$ cat src/rtl/uart_program_loader_if.sv
// uart_program_loader_if
//   Bundles the receive-byte strobe, the instruction-memory write port and
//   the loader status outputs into one connection.
//   Parameter: ADDR_W - byte-address width of the memory write port.
//   Modports:
//     master - the loader (consumes start/rx/mem_ready, drives memory and status)
//     slave  - the environment (UART receiver, memory, boot control)
//
// Handshake semantics:
//   rx_valid is a one-cycle strobe with no back-pressure: a byte is consumed
//   on every rising edge where rx_valid=1.  The memory write is a valid/ready
//   pair: mem_we (valid) stays high with mem_addr/mem_wdata stable until the
//   edge where mem_ready=1; that edge is the single transfer of the word.
interface uart_program_loader_if #(
  parameter int ADDR_W = 12
);
  logic              start;
  logic              rx_valid;
  logic [7:0]        rx_data;
  logic              mem_we;
  logic [ADDR_W-1:0] mem_addr;
  logic [31:0]       mem_wdata;
  logic              mem_ready;
  logic              busy;
  logic              ld_done;
  logic              ld_error;
  logic [2:0]        err_code;
  logic [15:0]       words_loaded;

  modport master (
    input  start, rx_valid, rx_data, mem_ready,
    output mem_we, mem_addr, mem_wdata, busy, ld_done, ld_error, err_code,
           words_loaded
  );

  modport slave (
    output start, rx_valid, rx_data, mem_ready,
    input  mem_we, mem_addr, mem_wdata, busy, ld_done, ld_error, err_code,
           words_loaded
  );
endinterface

$ cat src/rtl/uart_program_loader.sv
// uart_program_loader
//   Boot-time loader: receives a length-prefixed byte stream (LEN_LO, LEN_HI,
//   then LEN*4 little-endian data bytes), packs it into 32-bit words and
//   writes them sequentially to instruction memory from BASE_ADDR.  Raises
//   ld_done on success or ld_error with err_code on failure
//   (1 length too big, 2 timeout, 3 rx overrun, 4 checksum).
//   Optional feature macro: LOADER_CHECKSUM_EN - when defined, a trailer byte
//   equal to the XOR of all data bytes must follow the last word.
// Ports:
//   clk         - clock, rising edge
//   rst         - synchronous active-low reset
//   bus         - uart_program_loader_if.master (rx byte in, memory write
//                 port out, status out)
//   dbg_state_o - current FSM state encoding, for observation only
module uart_program_loader #(
  parameter int ADDR_W         = 12,
  parameter int BASE_ADDR      = 0,
  parameter int MAX_WORDS      = 1000,
  parameter int TIMEOUT_CYCLES = 1000000
) (
  input  logic                  clk,
  input  logic                  rst,
  uart_program_loader_if.master bus,
  output logic [2:0]            dbg_state_o
);

  typedef enum logic [2:0] {
    S_IDLE   = 3'd0,
    S_LEN_LO = 3'd1,
    S_LEN_HI = 3'd2,
    S_DATA   = 3'd3,
    S_WRITE  = 3'd4,
    S_CSUM   = 3'd5,
    S_DONE   = 3'd6,
    S_ERROR  = 3'd7
  } state_t;

  localparam int TW = $clog2(TIMEOUT_CYCLES + 1);

  // Where the FSM goes once every word has been committed.
`ifdef LOADER_CHECKSUM_EN
  localparam state_t S_FINISH = S_CSUM;
`else
  localparam state_t S_FINISH = S_DONE;
`endif

  state_t          state_q, state_d;
  logic [15:0]     len_q, len_d;
  logic [15:0]     words_q, words_d;
  logic [1:0]      idx_q, idx_d;
  logic [31:0]     word_q, word_d;
  logic [2:0]      err_q, err_d;
  logic [TW-1:0]   tmo_q, tmo_d;
  logic [16:0]     len_full;
  logic            tmo_expired;
`ifdef LOADER_CHECKSUM_EN
  logic [7:0]      csum_q, csum_d;
`endif

  // Length as it will be once the LEN_HI byte is taken.
  assign len_full    = {1'b0, bus.rx_data, len_q[7:0]};
  assign tmo_expired = (tmo_q == TW'(TIMEOUT_CYCLES - 1));

  always_ff @(posedge clk) begin
    if (!rst) begin
      state_q <= S_IDLE;
      len_q   <= '0;
      words_q <= '0;
      idx_q   <= '0;
      word_q  <= '0;
      err_q   <= '0;
      tmo_q   <= '0;
`ifdef LOADER_CHECKSUM_EN
      csum_q  <= '0;
`endif
    end else begin
      state_q <= state_d;
      len_q   <= len_d;
      words_q <= words_d;
      idx_q   <= idx_d;
      word_q  <= word_d;
      err_q   <= err_d;
      tmo_q   <= tmo_d;
`ifdef LOADER_CHECKSUM_EN
      csum_q  <= csum_d;
`endif
    end
  end

  always_comb begin
    state_d = state_q;
    len_d   = len_q;
    words_d = words_q;
    idx_d   = idx_q;
    word_d  = word_q;
    err_d   = err_q;
    tmo_d   = tmo_q;
`ifdef LOADER_CHECKSUM_EN
    csum_d  = csum_q;
`endif

    // Inter-byte timer only runs while waiting on the UART; a byte always
    // reloads it, even on the cycle it would otherwise expire.
    if (state_q inside {S_LEN_LO, S_LEN_HI, S_DATA, S_CSUM}) begin
      tmo_d = bus.rx_valid ? '0 : tmo_q + TW'(1);
    end

    unique case (state_q)
      S_IDLE, S_DONE, S_ERROR: begin
        if (bus.start) begin
          state_d = S_LEN_LO;
          words_d = '0;
          err_d   = '0;
          idx_d   = '0;
          tmo_d   = '0;
          len_d   = '0;
`ifdef LOADER_CHECKSUM_EN
          csum_d  = '0;
`endif
        end
      end
      S_LEN_LO: begin
        if (bus.rx_valid) begin
          len_d[7:0] = bus.rx_data;
          state_d    = S_LEN_HI;
        end else if (tmo_expired) begin
          state_d = S_ERROR;
          err_d   = 3'd2;
        end
      end
      S_LEN_HI: begin
        if (bus.rx_valid) begin
          len_d = len_full[15:0];
          if (len_full > 17'(MAX_WORDS)) begin
            state_d = S_ERROR;
            err_d   = 3'd1;
          end else if (len_full == 17'd0) begin
            state_d = S_FINISH;
          end else begin
            state_d = S_DATA;
          end
        end else if (tmo_expired) begin
          state_d = S_ERROR;
          err_d   = 3'd2;
        end
      end
      S_DATA: begin
        if (bus.rx_valid) begin
          // Shift in from the top so the first byte ends up in [7:0].
          word_d = {bus.rx_data, word_q[31:8]};
          idx_d  = idx_q + 2'd1;
`ifdef LOADER_CHECKSUM_EN
          csum_d = csum_q ^ bus.rx_data;
`endif
          if (idx_q == 2'd3) state_d = S_WRITE;
        end else if (tmo_expired) begin
          state_d = S_ERROR;
          err_d   = 3'd2;
        end
      end
      S_WRITE: begin
        // A handshake completing on the same edge still counts as committed.
        if (bus.mem_ready) words_d = words_q + 16'd1;
        if (bus.rx_valid) begin
          state_d = S_ERROR;
          err_d   = 3'd3;
        end else if (bus.mem_ready) begin
          state_d = ((words_q + 16'd1) == len_q) ? S_FINISH : S_DATA;
        end
      end
`ifdef LOADER_CHECKSUM_EN
      S_CSUM: begin
        if (bus.rx_valid) begin
          if (bus.rx_data == csum_q) begin
            state_d = S_DONE;
          end else begin
            state_d = S_ERROR;
            err_d   = 3'd4;
          end
        end else if (tmo_expired) begin
          state_d = S_ERROR;
          err_d   = 3'd2;
        end
      end
`endif
      default: state_d = S_IDLE;
    endcase
  end

  assign bus.mem_we       = (state_q == S_WRITE);
  assign bus.mem_addr     = ADDR_W'(BASE_ADDR) + ADDR_W'({words_q, 2'b00});
  assign bus.mem_wdata    = word_q;
  assign bus.busy         = state_q inside {S_LEN_LO, S_LEN_HI, S_DATA, S_WRITE, S_CSUM};
  assign bus.ld_done      = (state_q == S_DONE);
  assign bus.ld_error     = (state_q == S_ERROR);
  assign bus.err_code     = err_q;
  assign bus.words_loaded = words_q;
  assign dbg_state_o      = state_q;

endmodule

$ cat src/flat_wrapper.sv
// flat-port wrapper written by rule: the top's interface ports become plain ports
module uart_program_loader_flat 
#(
  parameter int ADDR_W         = 12,
  parameter int BASE_ADDR      = 0,
  parameter int MAX_WORDS      = 1000,
  parameter int TIMEOUT_CYCLES = 1000000
)
  (clk, rst, dbg_state_o, bus_start, bus_rx_valid, bus_rx_data, bus_mem_ready, bus_mem_we, bus_mem_addr, bus_mem_wdata, bus_busy, bus_ld_done, bus_ld_error, bus_err_code, bus_words_loaded);
  uart_program_loader_if #(.ADDR_W(ADDR_W)) bus_i ();
  input  logic clk;
  input  logic rst;
  output logic [2:0] dbg_state_o;
  input wire logic [$bits(bus_i.start)-1:0] bus_start;
  input wire logic [$bits(bus_i.rx_valid)-1:0] bus_rx_valid;
  input wire logic [$bits(bus_i.rx_data)-1:0] bus_rx_data;
  input wire logic [$bits(bus_i.mem_ready)-1:0] bus_mem_ready;
  output wire logic [$bits(bus_i.mem_we)-1:0] bus_mem_we;
  output wire logic [$bits(bus_i.mem_addr)-1:0] bus_mem_addr;
  output wire logic [$bits(bus_i.mem_wdata)-1:0] bus_mem_wdata;
  output wire logic [$bits(bus_i.busy)-1:0] bus_busy;
  output wire logic [$bits(bus_i.ld_done)-1:0] bus_ld_done;
  output wire logic [$bits(bus_i.ld_error)-1:0] bus_ld_error;
  output wire logic [$bits(bus_i.err_code)-1:0] bus_err_code;
  output wire logic [$bits(bus_i.words_loaded)-1:0] bus_words_loaded;
  assign bus_i.start = bus_start;
  assign bus_i.rx_valid = bus_rx_valid;
  assign bus_i.rx_data = bus_rx_data;
  assign bus_i.mem_ready = bus_mem_ready;
  assign bus_mem_we = bus_i.mem_we;
  assign bus_mem_addr = bus_i.mem_addr;
  assign bus_mem_wdata = bus_i.mem_wdata;
  assign bus_busy = bus_i.busy;
  assign bus_ld_done = bus_i.ld_done;
  assign bus_ld_error = bus_i.ld_error;
  assign bus_err_code = bus_i.err_code;
  assign bus_words_loaded = bus_i.words_loaded;
  uart_program_loader #(.ADDR_W(ADDR_W), .BASE_ADDR(BASE_ADDR), .MAX_WORDS(MAX_WORDS), .TIMEOUT_CYCLES(TIMEOUT_CYCLES)) u_core (.clk(clk), .rst(rst), .bus(bus_i), .dbg_state_o(dbg_state_o));
endmodule
$ cat config.mk
export PLATFORM = sky130hd
export DESIGN_NAME = uart_program_loader_flat
export DESIGN_NICKNAME = d
export VERILOG_FILES = /design/src/rtl/uart_program_loader_if.sv /design/src/rtl/uart_program_loader.sv /design/src/flat_wrapper.sv
export SDC_FILE = /design/constraint.sdc
export NUM_CORES = 1
export LEC_CHECK = 0
export ABC_AREA = 1
export CORE_ASPECT_RATIO = 0.7
export CORE_UTILIZATION = 68
export DETAILED_ROUTE_END_ITERATION = 6
export DONT_BUFFER_PORTS = 1
export GPL_TIMING_DRIVEN = 0
export PLACE_DENSITY = 0.84
export SLEW_MARGIN = 20
export SYNTH_ARGS = -nofsm -noshare
export SYNTH_HDL_FRONTEND = slang
export SYNTH_SLANG_ARGS = --single-unit
$ cat constraint.sdc
create_clock -name clk -period 2.79 [get_ports clk]
set_input_delay 0.1395 -clock clk [delete_from_list [all_inputs] [get_ports clk]]
set_output_delay 0.1395 -clock clk [all_outputs]
set_load 0.02 [all_outputs]
==> results.sh <==
export IMPL_outcome="finished clean"
export IMPL_number_of_violations_of_the_max_capacitance_limit=0
export IMPL_syn_area_mm2=0.004762
export IMPL_timing_hold_violations_final=0
export IMPL_synthTopCellsByArea="dfxtp_1 39%, nand2_1 12%, nor2_1 9.9%, nand3_1 5.5%, inv_1 5.0%"
export IMPL_cts_clk_slew_worst_paths_ns=0.11
export IMPL_setup_viol=0
export IMPL_pwr_density_cell_mw_per_mm2=698.2
export IMPL_viasPerCell=5.751
export IMPL_yosysSeqAreaShare_pct=38.68
export IMPL_global_route_overflow_total=0
export IMPL_grt_pass1_wl_um=20150
export IMPL_placementRows=25
export IMPL_yosys_cell_count_top_type="nand2_1"
export IMPL_drt_first_pass_iters=6
export IMPL_synth_enable_flop_cells=0
export IMPL_grt_start_max_net_pins=21
export IMPL_vdd_ir_drop_max_uv=487.5
export IMPL_port_buffers=0
export IMPL_timing_hold_worst_class="input port to register"
export IMPL_ioPinCount=83
export IMPL_fillCellCount=548
export IMPL_yosys_cell_types_count=41
export IMPL_antenna_found_initial=0
export IMPL_tritoncts="built"
export IMPL_dp_slack_ns=0.3031
export IMPL_cts_root_buf="clkbuf_8"
export IMPL_core_box_area_mm2=0.006756
export IMPL_min_period_over_period_pct=92.65
export IMPL_final_antenna_net_count=0
export IMPL_area_growth_synth_to_final_pct=9.117
export IMPL_ys_async_sr_fraction_pct=0
export IMPL_postSynthCellCount=715
export IMPL_crit_path_required_time_ns=3.09
export IMPL_starting_density_of_the_core_pct=70.48
export IMPL_wire_per_inst_um=15.50
export IMPL_maxClockFrequency_mhz=386.9
export IMPL_prevailing_post_synth_register_cell="dfxtp_1"
export IMPL_diodes=0
export IMPL_drv_slew=0
export IMPL_data_arrival_at_the_endpoint_of_the_critical_path_ns=2.89
export IMPL_detailed_place_hpwl_um=9125
export IMPL_cts_htree_levels=3
export IMPL_synth_seq_cells=92
export IMPL_routed_wl_um=12960
export IMPL_rsz0062_at_grt="false"
export IMPL_cts_repair_timing_setup_buffer_count=0
export IMPL_via_count_of_the_first_global_routing_pass=4266
export IMPL_fin_worst_hold_slack_ns=0.07044
export IMPL_route_vias_total=4808
export IMPL_yosysWarnings=0
export IMPL_yosys_area_top_type="dfxtp_1"
export IMPL_clk_path_buf_depth=2
export IMPL_synth_top_cell_area_share_pct=38.68
export IMPL_finalCriticalPeriod_ns=2.585
export IMPL_worst_slack_ns=0.2051
export IMPL_fraction_of_final_layout_cells_sized_beyond_drive_strength_1_pct=9.569
export IMPL_ys_top_cells_by_count="158 x nand2_1, 125 x nor2_1, 92 x dfxtp_1"
export IMPL_worst_setup_path_start_kind="register"
export IMPL_globalplace_congestion=0.9095
export IMPL_clock_latency_ns=0.38
export IMPL_total_drc_errors_in_the_routed_layout=0
export IMPL_drt_iter0_markers=414
export IMPL_die_w_um=102.0
export IMPL_cellLeakagePower_nw=2.150
export IMPL_critical_path_peak_fanout=8
export IMPL_relSlewSlack_pct=53.87
export IMPL_final_setup_skew_ns=0.01585
export IMPL_synth_area_per_cell_um2=6.660
export IMPL_worstSetupPathType="register to register"
export IMPL_post_layout_utilization_of_the_core_pct=76.91
export IMPL_worstMarginPinSlew_ns=0.6919
export IMPL_die_h_um=72.02
export IMPL_design_die_area_mm2=0.007347
export IMPL_critPathCaptureType="register"
export IMPL_track_usage_pct=35.82
export IMPL_finalNetCount=753
export IMPL_fin_setup_tns_ns=0
export IMPL_clock_sink_count=92
export IMPL_cts_buffers_inserted=9
[logic make-up (layout without fill, tap and decap cells)]
logic type	Yosys count	after routing	synth area share (%)
buffers and inverters	108	134	9.643
AND/OR/NAND/NOR	391	391	36.18
other	1	2	0.07875
AO/OA/AOI/OAI	115	115	13.72
XOR/XNOR	5	5	0.9198
flip-flops	92	92	38.68
adder cells (fa/ha/maj)	3	3	0.7883
[final timing paths]
check | start | to | slack [ns] | cells past startpoint
worst max-delay path | u_core.bus.words_loaded[0] | u_core.dbg_state_o[2] | 0.21 | 15
worst min-delay path | bus_start | u_core.idx_q[0] | 0.07 | 3
worst max register to register | u_core.bus.words_loaded[0] | u_core.dbg_state_o[2] | 0.21 | 15
worst min register to register | u_core.tmo_q[5] | u_core.tmo_q[5] | 0.49 | 2
[per-stage QoR]
stage          power (mW)  std cells  area [µm²]
3_5_place_dp        2.660        810        4883
5_1_grt             3.804        836        5196
6_report            3.628        836        5196
3_3_place_gp        2.632        810        4883
4_1_cts             3.591        836        5194
2_1_floorplan       2.418        716        4766
[layout make-up]
| type | count | area (µm²) | area share, % |
|---|---|---|---|
| multi-input combinational | 516 | 2467 | 47.48 |
| sequential | 92 | 1842 | 35.44 |
| inverter | 77 | 289.0 | 5.562 |
| buffer | 31 | 170.2 | 3.275 |
| clock buffer | 9 | 123.9 | 2.384 |
| tap | 94 | 117.6 | 2.263 |
| timing repair buffer | 10 | 100.1 | 1.926 |
| clock inverter | 7 | 86.33 | 1.661 |
[cell usage in the layout, fill, tap and decap left out, types with 4 or more instances in the layout]
| cell | n |
|---|---|
| a211oi_1 | 7 |
| a21oi_1 | 47 |
| buf_2 | 4 |
| buf_4 | 13 |
| clkbuf_1 | 14 |
| clkbuf_8 | 9 |
| dfxtp_1 | 92 |
| dlygate4sd3_1 | 10 |
| inv_1 | 64 |
| inv_2 | 10 |
| nand2_1 | 158 |
| nand3_1 | 52 |
| nand4_1 | 14 |
| nor2_1 | 124 |
| nor2_2 | 9 |
| nor2_4 | 8 |
| nor3_1 | 12 |
| o21ai_0 | 43 |
[critical path, stage by stage (launching register included)]
cell and delay, ns:
dfxtp_1 0.57, ha_1 0.30, nand2_1 0.17, nor2_4 0.28, nand3_1 0.16, nand3_1 0.12, nand2_1 0.10, nor2_1 0.15
nand2_1 0.06, nor2_1 0.09, nand3_1 0.09, nand2_1 0.07, nand2_1 0.09, nand2_1 0.09, nand2_1 0.05, a21oi_1 0.14
[per-layer routing]
metal | routed length [µm] | part of all wire [%] | global-route usage [%]
met1 | 5570 | 43 | 49.21
met2 | 5313 | 41 | 51.75
met3 | 1865 | 14 | 15.22
met4 | 207 | 1.6 | 8.571
met5 | 0 | 0 | 2.098
[registers in the layout, indices dropped and copies added (netlist names)]
register                 cells
u_core.bus.words_loaded     16
u_core.tmo_q                20
u_core.len_q                16
u_core.bus.mem_wdata        32
u_core.idx_q                 2
u_core.dbg_state_o           3
u_core.bus.err_code          3
[where the power goes]
group / internal [mW] / leakage (nW) / switching, mW / total [mW]
logic: 0.326 / 1.30 / 0.772 / 1.10
registers: 1.42 / 0.743 / 0.184 / 1.60
clock network: 0.362 / 0.105 / 0.566 / 0.928
total: 2.11 / 2.15 / 1.52 / 3.63
[timing repair]
action,in CTS,in global routing
setup endpoints to repair,0,1
hold endpoints to repair,30,0
gates resized for setup,0,1
hold buffers,10,0
Power figures use the tool's default switching activity.
